===== src/rtl/tug_position_ctrl.sv =====
// tug_position_ctrl: game core of the tug-of-war design.
//   Consumes one-cycle push pulses from the left and right players and tracks the rope
//   position. Runs the start countdown, drives the one-hot LED bar and the "go" indicator,
//   and declares the winner. A declared winner is held until clear or rst.
//
// Optional feature macro: FALSE_START_EN
//   defined   : a single-player push during the countdown loses the game immediately.
//   undefined : pushes during the countdown are ignored.
//
// Ports:
//   clk    in   1              system clock, all state on posedge
//   rst    in   1              asynchronous active-high reset
//   leftp  in   1              left player push pulse
//   rightp in   1              right player push pulse
//   clear  in   1              synchronous restart of the game from any state
//   leds   out  2*POS_HALF+1   one-hot rope position, MSB = left end, registered
//   go     out  1              high while play is running, registered
//   winl   out  1              left player has won, registered
//   winr   out  1              right player has won, registered
module tug_position_ctrl #(
  parameter int unsigned POS_HALF     = 3,
  parameter int unsigned START_CYCLES = 16
) (
  input  logic                  clk,
  input  logic                  rst,
  input  logic                  leftp,
  input  logic                  rightp,
  input  logic                  clear,
  output logic [2*POS_HALF:0]   leds,
  output logic                  go,
  output logic                  winl,
  output logic                  winr
);

  localparam int unsigned LW = 2 * POS_HALF + 1;
  localparam int unsigned TW = $clog2(START_CYCLES + 1);
  localparam int unsigned PW = $clog2(LW);

  localparam logic [PW-1:0] PosCentre = PW'(POS_HALF);
  localparam logic [PW-1:0] PosLeft   = PW'(2 * POS_HALF);
  localparam logic [PW-1:0] PosRight  = '0;
  localparam logic [TW-1:0] TimerLast = TW'(START_CYCLES - 1);

  typedef enum logic [1:0] {StWait, StPlay, StWinL, StWinR} state_e;

  state_e          state_q, state_d;
  logic [TW-1:0]   timer_q, timer_d;
  logic [PW-1:0]   pos_q, pos_d;
  logic [LW-1:0]   leds_q, leds_d;
  logic            go_q, go_d;
  logic            winl_q, winl_d;
  logic            winr_q, winr_d;

  // State register, including the registered outputs.
  always_ff @(posedge clk or posedge rst) begin
    if (rst) begin
      state_q <= StWait;
      timer_q <= '0;
      pos_q   <= PosCentre;
      leds_q  <= LW'(1) << POS_HALF;
      go_q    <= 1'b0;
      winl_q  <= 1'b0;
      winr_q  <= 1'b0;
    end else begin
      state_q <= state_d;
      timer_q <= timer_d;
      pos_q   <= pos_d;
      leds_q  <= leds_d;
      go_q    <= go_d;
      winl_q  <= winl_d;
      winr_q  <= winr_d;
    end
  end

  // Next-state logic.
  always_comb begin
    state_d = state_q;
    timer_d = timer_q;
    pos_d   = pos_q;
    if (clear) begin
      state_d = StWait;
      timer_d = '0;
      pos_d   = PosCentre;
    end else begin
      unique case (state_q)
        StWait: begin
          timer_d = timer_q + TW'(1);
          if (timer_q == TimerLast) begin
            state_d = StPlay;
            timer_d = timer_q;
          end
`ifdef FALSE_START_EN
          // A lone push before go forfeits; a simultaneous push cancels out.
          if (leftp && !rightp) begin
            state_d = StWinR;
            pos_d   = PosRight;
          end else if (rightp && !leftp) begin
            state_d = StWinL;
            pos_d   = PosLeft;
          end
`endif
        end
        StPlay: begin
          if (leftp && !rightp) begin
            pos_d = pos_q + PW'(1);
          end else if (rightp && !leftp) begin
            pos_d = pos_q - PW'(1);
          end
          // Win is decided on the same edge as the move that reaches an end.
          if (pos_d == PosLeft) begin
            state_d = StWinL;
          end else if (pos_d == PosRight) begin
            state_d = StWinR;
          end
        end
        StWinL, StWinR: ;
        default: state_d = StWait;
      endcase
    end
  end

  // Output decode from the next state so the registered outputs track it without lag.
  always_comb begin
    leds_d = LW'(1) << pos_d;
    go_d   = (state_d == StPlay);
    winl_d = (state_d == StWinL);
    winr_d = (state_d == StWinR);
  end

  assign leds = leds_q;
  assign go   = go_q;
  assign winl = winl_q;
  assign winr = winr_q;

endmodule


===== config.mk =====
export PLATFORM = sky130hd
export DESIGN_NAME = tug_position_ctrl
export DESIGN_NICKNAME = d
export VERILOG_FILES = /design/src/rtl/tug_position_ctrl.sv
export SDC_FILE = /design/constraint.sdc
export NUM_CORES = 1
export LEC_CHECK = 0
export CORE_MARGIN = 1.5
export CORE_UTILIZATION = 45
export CTS_CLUSTER_DIAMETER = 50
export CTS_CLUSTER_SIZE = 8
export DETAILED_ROUTE_END_ITERATION = 12
export GPL_TIMING_DRIVEN = 0
export PLACE_DENSITY = 0.72
export SYNTH_ARGS = -nofsm -noshare
export SYNTH_HDL_FRONTEND = slang
export SYNTH_SLANG_ARGS = --single-unit

===== constraint.sdc =====
create_clock -name clk -period 2.2 [get_ports clk]
set_input_delay 0.44 -clock clk [delete_from_list [all_inputs] [get_ports clk]]
set_output_delay 0.44 -clock clk [all_outputs]
set_load 0.02 [all_outputs]

==> qor.yml, run 1 <==
setup_path:
  startpoint_type: "flip-flop"
  cpMaxStageDelayCell: "dfstp_2"
  crit_family: "simple AND/OR/NAND/NOR gates"
  arrival_ps: 2250
  worst-setup-path-type: "flip-flop to flip-flop"
  critPathMaxStageDelay_ps: 570
  cp_num_buf_inv: 1
  required_ps: 2440
  cp_cell_sequence: "inv_1 -> ha_1 -> mux2i_1 -> and2_4 -> nor3_2 -> nand2b_2 -> nor3b_2"
  rrSetupSlack_ps: 190
  path_max_fanout: 7
  endpoint_kind: "flip-flop"
synth:
  yosysUniqueCellTypes: 34
  avgSynthCellArea_sq_um: 11.62
  synth_top_family_by_area: "simple AND/OR/NAND/NOR gates"
  seq_area_frac_synth: 0.5167
  syn-num-nets: 93
  synth_area_sq_um: 975.9
  synthXorXnorAreaFrac: 0.06154
  synth-compound-area-share: 0.09103
  synth_seq_cells: 20
  ys_warn_count: 0
  muxShareOfSynthArea: 0.02051
  synth-simple-area-share: 0.2321
  synth_cells: 84
  synth_fa_ha_area_frac: 0.05128
run_status:
  status: "completed"
clock_network:
  clk_latency_ps: 310
  post-cts-setup-buffer-count: 0
  hold_buffers: 0
  clk_path_buf_depth: 2
  cts.reportedPaths.clkPinSlew_ps: 110
  cts_tree: "built"
  htree_levels: 1
  clock-sinks: 20
  cts_buffers: 3
  cts_root_buffer: "clkbuf_4"
drt:
  drc_errors: 0
  antenna_left: 0
  route.vias.total: 641
  via_per_inst: 4.969
  initialDrtViolationCount: 10
  wl_per_cell_um: 12.83
  wirelength_mm: 1.655
  first_pass_iters: 4
sta:
  drv_slew: 0
  worst_slew_pin_slew_ps: 702.2
  hold_viol_final: 0
  slew_headroom: 0.5313
  post-route-period-util: 0.9150
  rsz0062_at_grt: "false"
  hold_slack_ps: 527.4
  min_period_ps: 2013
  finalSetupViolCount: 0
  timing.fmax_mhz: 496.8
  finClkSkew_ps: 3.344
power:
  max-vdd-ir-drop_uv: 413.2
  cellPowerDensity_nw_per_um2: 601.4
  leakage_uw: 0.0005514
  totalPowerFinal_uw: 726.1
floorplanning:
  core-area_sq_um: 2002
  die_w_um: 49.57
  rows: 16
  die-area_sq_um: 2457
  io_pins: 15
  die_h_um: 49.57
  start_util: 0.4875
global_route:
  busiest_layer: "met2"
  grt_use_met1: 0.2211
  grt_pass1_vias: 626
  grtUsageMet3: 0.01818
  grt_usage: 0.1578
  antenna_found_initial: 0
  met2_usage: 0.2400
  grt_pass1_wl_mm: 2.877
  grt_start_max_net_pins: 21
  grt_overflow: 0
placement:
  gp_congestion: 0.7685
  portBuffers: 14
  hpwl_mm: 1.215
layout:
  antennaDiodeCount: 0
  post-route-util: 0.6031
  area_delta_synth_final_pct: 23.72
  layout.cells.most_common: "dfrtp_1"
  multi_input_area_sq_um: 450.4
  nNetsFinal: 112
  regArea_sq_um: 504.2
  drive_gt1_frac: 0.1765
  mostFrequentLayoutCells: "dfrtp_1 (17), clkdlybuf4s50_1 (14), inv_1 (6), nor2_1 (6), nor2b_1 (5)"
  n_fill_cell: 172
run:
  cap_violations: 0
worst_hold_path:
  hold_class: "primary input to asynchronous set/reset pin"
==> Yosys cell counts, drive strengths merged <==
cell type / count / share of area
a211o: 1 / 0.0090
and3b: 1 / 0.0090
nor3b: 3 / 0.028
a41oi: 1 / 0.017
o211ai: 1 / 0.0077
xor2: 3 / 0.035
dfstp: 3 / 0.081
nand3: 1 / 0.0051
and3: 3 / 0.024
and4b: 1 / 0.010
inv: 6 / 0.023
and2: 2 / 0.015
xnor2: 3 / 0.027
a211oi: 2 / 0.028
ha: 4 / 0.051
nand2b: 1 / 0.0090
dfrtp: 17 / 0.44
clkbuf: 1 / 0.0038
nor2b: 5 / 0.032
nor3: 5 / 0.031
nor2: 6 / 0.023
nand2: 4 / 0.015
nand3b: 3 / 0.023
a21bo: 1 / 0.010
mux2i: 2 / 0.021
a21oi: 3 / 0.019
nand4: 1 / 0.0064
==> report_power, final <==
part | switching (uW) | internal (uW) | total, uW | leakage (uW)
registers | 4.05 | 372 | 377 | 0.000267
logic | 27.3 | 21.3 | 48.6 | 0.000257
clock network | 117 | 184 | 301 | 0.0000279
==> registers in the layout (all words and copies together) (netlist names) <==
register,flops
winl,1
go,1
timer_q,5
pos_q,3
leds,7
state_q,2
winr,1
==> cell families (layout without fill, tap and decap cells) <==
group,count (synthesis),after routing
xor+xnor,6,6
simple gates,36,36
flops,20,20
mux,2,2
compound gates,9,9
buf+inv,7,25
fa+ha+maj,4,4
==> area by class of cell <==
cell class,count,share of cell area
plain buffers,1,0.003109
multi-input cells,57,0.3731
flip-flops and latches,20,0.4176
repair buffers,14,0.1161
clock inverters,1,0.02487
clock buffers,3,0.01865
well taps,27,0.02798
inverters,6,0.01865
==> metrics by stage <==
step	TNS, ps	instances	worst slack (ps)	instance area [sq um]
after floorplan	0	84	303.5	975.9
after detailed placement	-405.1	125	-84.41	1150
after global placement	-258.4	125	-66.43	1150
after CTS	0	129	127.5	1202
final	0	129	187.0	1207
after global routing	0	129	27.12	1207
==> worst paths after layout <==
check / start / to / depth (start not counted)
worst max-delay path: pos_q[0] / leds[3] / 7
worst min-delay path: rst / leds[1] / 2
worst max register to register: pos_q[0] / leds[3] / 7
worst min register to register: timer_q[3] / timer_q[3] / 2
max in group asynchronous: rst / go / 2
min in group clk: timer_q[3] / timer_q[3] / 2
==> repair_timing <==
| item | in CTS | in global routing |
|---|---|---|
| endpoints found under the setup margin | 0 | 2 |
| endpoints found under the hold margin | 0 | 0 |
| gates resized for setup | 0 | 1 |
==> metal layers <==
metal | vias up | share of wire
met4 | 0 | 0.023
met2 | 17 | 0.46
met1 | 295 | 0.48
met3 | 5 | 0.038
li1 | 324 | -
met5 | - | 0
No activity file was read; power rests on OpenSTA's default activity.
==> run 2, diff against run 1 <==
PLACE_DENSITY = 0.65   (was 0.72)
==> qor.yml, run 2 (same netlist as run 1, synthesis figures left out) <==
run_status:
  status: "completed"
setup_path:
  arrival_ps: 2290
  required_ps: 2410
  cpMaxStageDelayCell: "dfstp_2"
  critPathMaxStageDelay_ps: 570
  startpoint_type: "flip-flop"
  worst-setup-path-type: "flip-flop to flip-flop"
  endpoint_kind: "flip-flop"
  cp_num_buf_inv: 1
  cp_cell_sequence: "inv_1 -> ha_1 -> nor2b_1 -> nor3_1 -> nor3_2 -> nand2b_2 -> and3_1"
  crit_family: "simple AND/OR/NAND/NOR gates"
  path_max_fanout: 7
sta:
  post-route-period-util: 0.9445
  worst_slew_pin_slew_ps: 711.9
  hold_viol_final: 0
  tns_ps: 0
  finalSetupViolCount: 0
  finClkSkew_ps: 9.041
  slew_headroom: 0.5249
  setup_slack_ps: 122.1
  min_period_ps: 2078
  drv_slew: 0
  timing.fmax_mhz: 481.3
  rsz0062_at_grt: "false"
global_route:
  grt_start_max_net_pins: 21
  grt_usage: 0.1590
  grt_pass1_wl_mm: 2.987
  grt_pass1_vias: 689
  antenna_found_initial: 0
  grt_overflow: 0
drt:
  drc_errors: 0
  wl_per_cell_um: 12.78
  initialDrtViolationCount: 11
  wirelength_mm: 1.649
  antenna_left: 0
  first_pass_iters: 4
  via_per_inst: 5.155
  route.vias.total: 665
layout:
  nNetsFinal: 112
  layout.cells.most_common: "dfrtp_1"
  mostFrequentLayoutCells: "dfrtp_1 (17), clkdlybuf4s50_1 (14), inv_1 (6), nor2_1 (6), nor2b_1 (5)"
  largest_reg_flops: 7
  drive_gt1_frac: 0.1765
  area_delta_synth_final_pct: 23.72
  n_fill_cell: 191
  antennaDiodeCount: 0
clock_network:
  cts_root_buffer: "clkbuf_4"
  clk_path_buf_depth: 2
  cts_tree: "built"
  cts.reportedPaths.clkPinSlew_ps: 120
  htree_levels: 1
  clock-sinks: 20
  clk_latency_ps: 300
  hold_buffers: 0
  cts_buffers: 3
floorplanning:
  io_pins: 15
  core-area_sq_um: 2002
  die-area_sq_um: 2457
  rows: 16
  die_w_um: 49.57
  die_h_um: 49.57
  start_util: 0.4875
placement:
  hpwl_mm: 1.235
  portBuffers: 14
  pre_cts_slack_ps: -67.11
  gp_congestion: 0.7763
worst_hold_path:
  hold_class: "primary input to asynchronous set/reset pin"
power:
  max-vdd-ir-drop_uv: 526.9
  cellPowerDensity_nw_per_um2: 598.0
  leakage_uw: 0.0005514
  totalPowerFinal_uw: 722.1
run:
  cap_violations: 0
## run 2: path summary, 6_finish.rpt
| kind | end | slack, ps | cells after the start | start |
|---|---|---|---|---|
| min reg2reg | timer_q[3] | 570 | 2 | timer_q[3] |
| max | leds[6] | 120 | 7 | pos_q[0] |
| max in group asynchronous | timer_q[4] | 1210 | 2 | rst |
| min in group clk | timer_q[3] | 570 | 2 | timer_q[3] |
| max reg2reg | leds[6] | 120 | 7 | pos_q[0] |
| min | leds[1] | 540 | 2 | rst |
## run 2: final cells by class
type                            instances  area, sq um  area share
Clock inverter                          1        30.03     0.02487
Clock buffer                            3        22.52     0.01865
Timing Repair Buffer                   14        140.1      0.1161
Inverter                                6        22.52     0.01865
Sequential cell                        20        504.2      0.4176
Buffer                                  1        3.754    0.003109
Tap cell                               27        33.78     0.02798
Multi-Input combinational cell         57        450.4      0.3731
## run 2: power breakdown
| group | switching, uW | total (uW) | leakage [uW] | internal [uW] |
|---|---|---|---|---|
| Clock | 112 | 297 | 0.0000279 | 184 |
| Combinational | 27.7 | 49.0 | 0.000257 | 21.3 |
| Sequential | 4.11 | 377 | 0.000267 | 372 |
## run 2: what timing repair did
action                                  4_1_cts  5_1_grt
resized for setup                             0        1
setup buffers                                 0        0
endpoints found under the setup margin        0        3
## run 2: metal layers
layer | routed length, um | track usage | part of all wire | vias to the layer above
met1 | 749 | 0.2068 | 0.45 | 327
met4 | 15 | 0.04167 | 0.0091 | 0
met2 | 803 | 0.2489 | 0.49 | 16
met5 | 0 | 0 | 0 | -
met3 | 79 | 0.06061 | 0.048 | 2
li1 | - | - | - | 320
## run 2: metrics by stage
step	cells	cell area, sq um	hold slack (ps)	utilization
global placement	125	1150	525.6	0.5744
CTS	129	1202	566.7	0.6006
finish	129	1207	537.4	0.6031
global route	129	1207	618.3	0.6031
detailed placement	125	1150	539.8	0.5744
floorplan	84	975.9	401.6	-
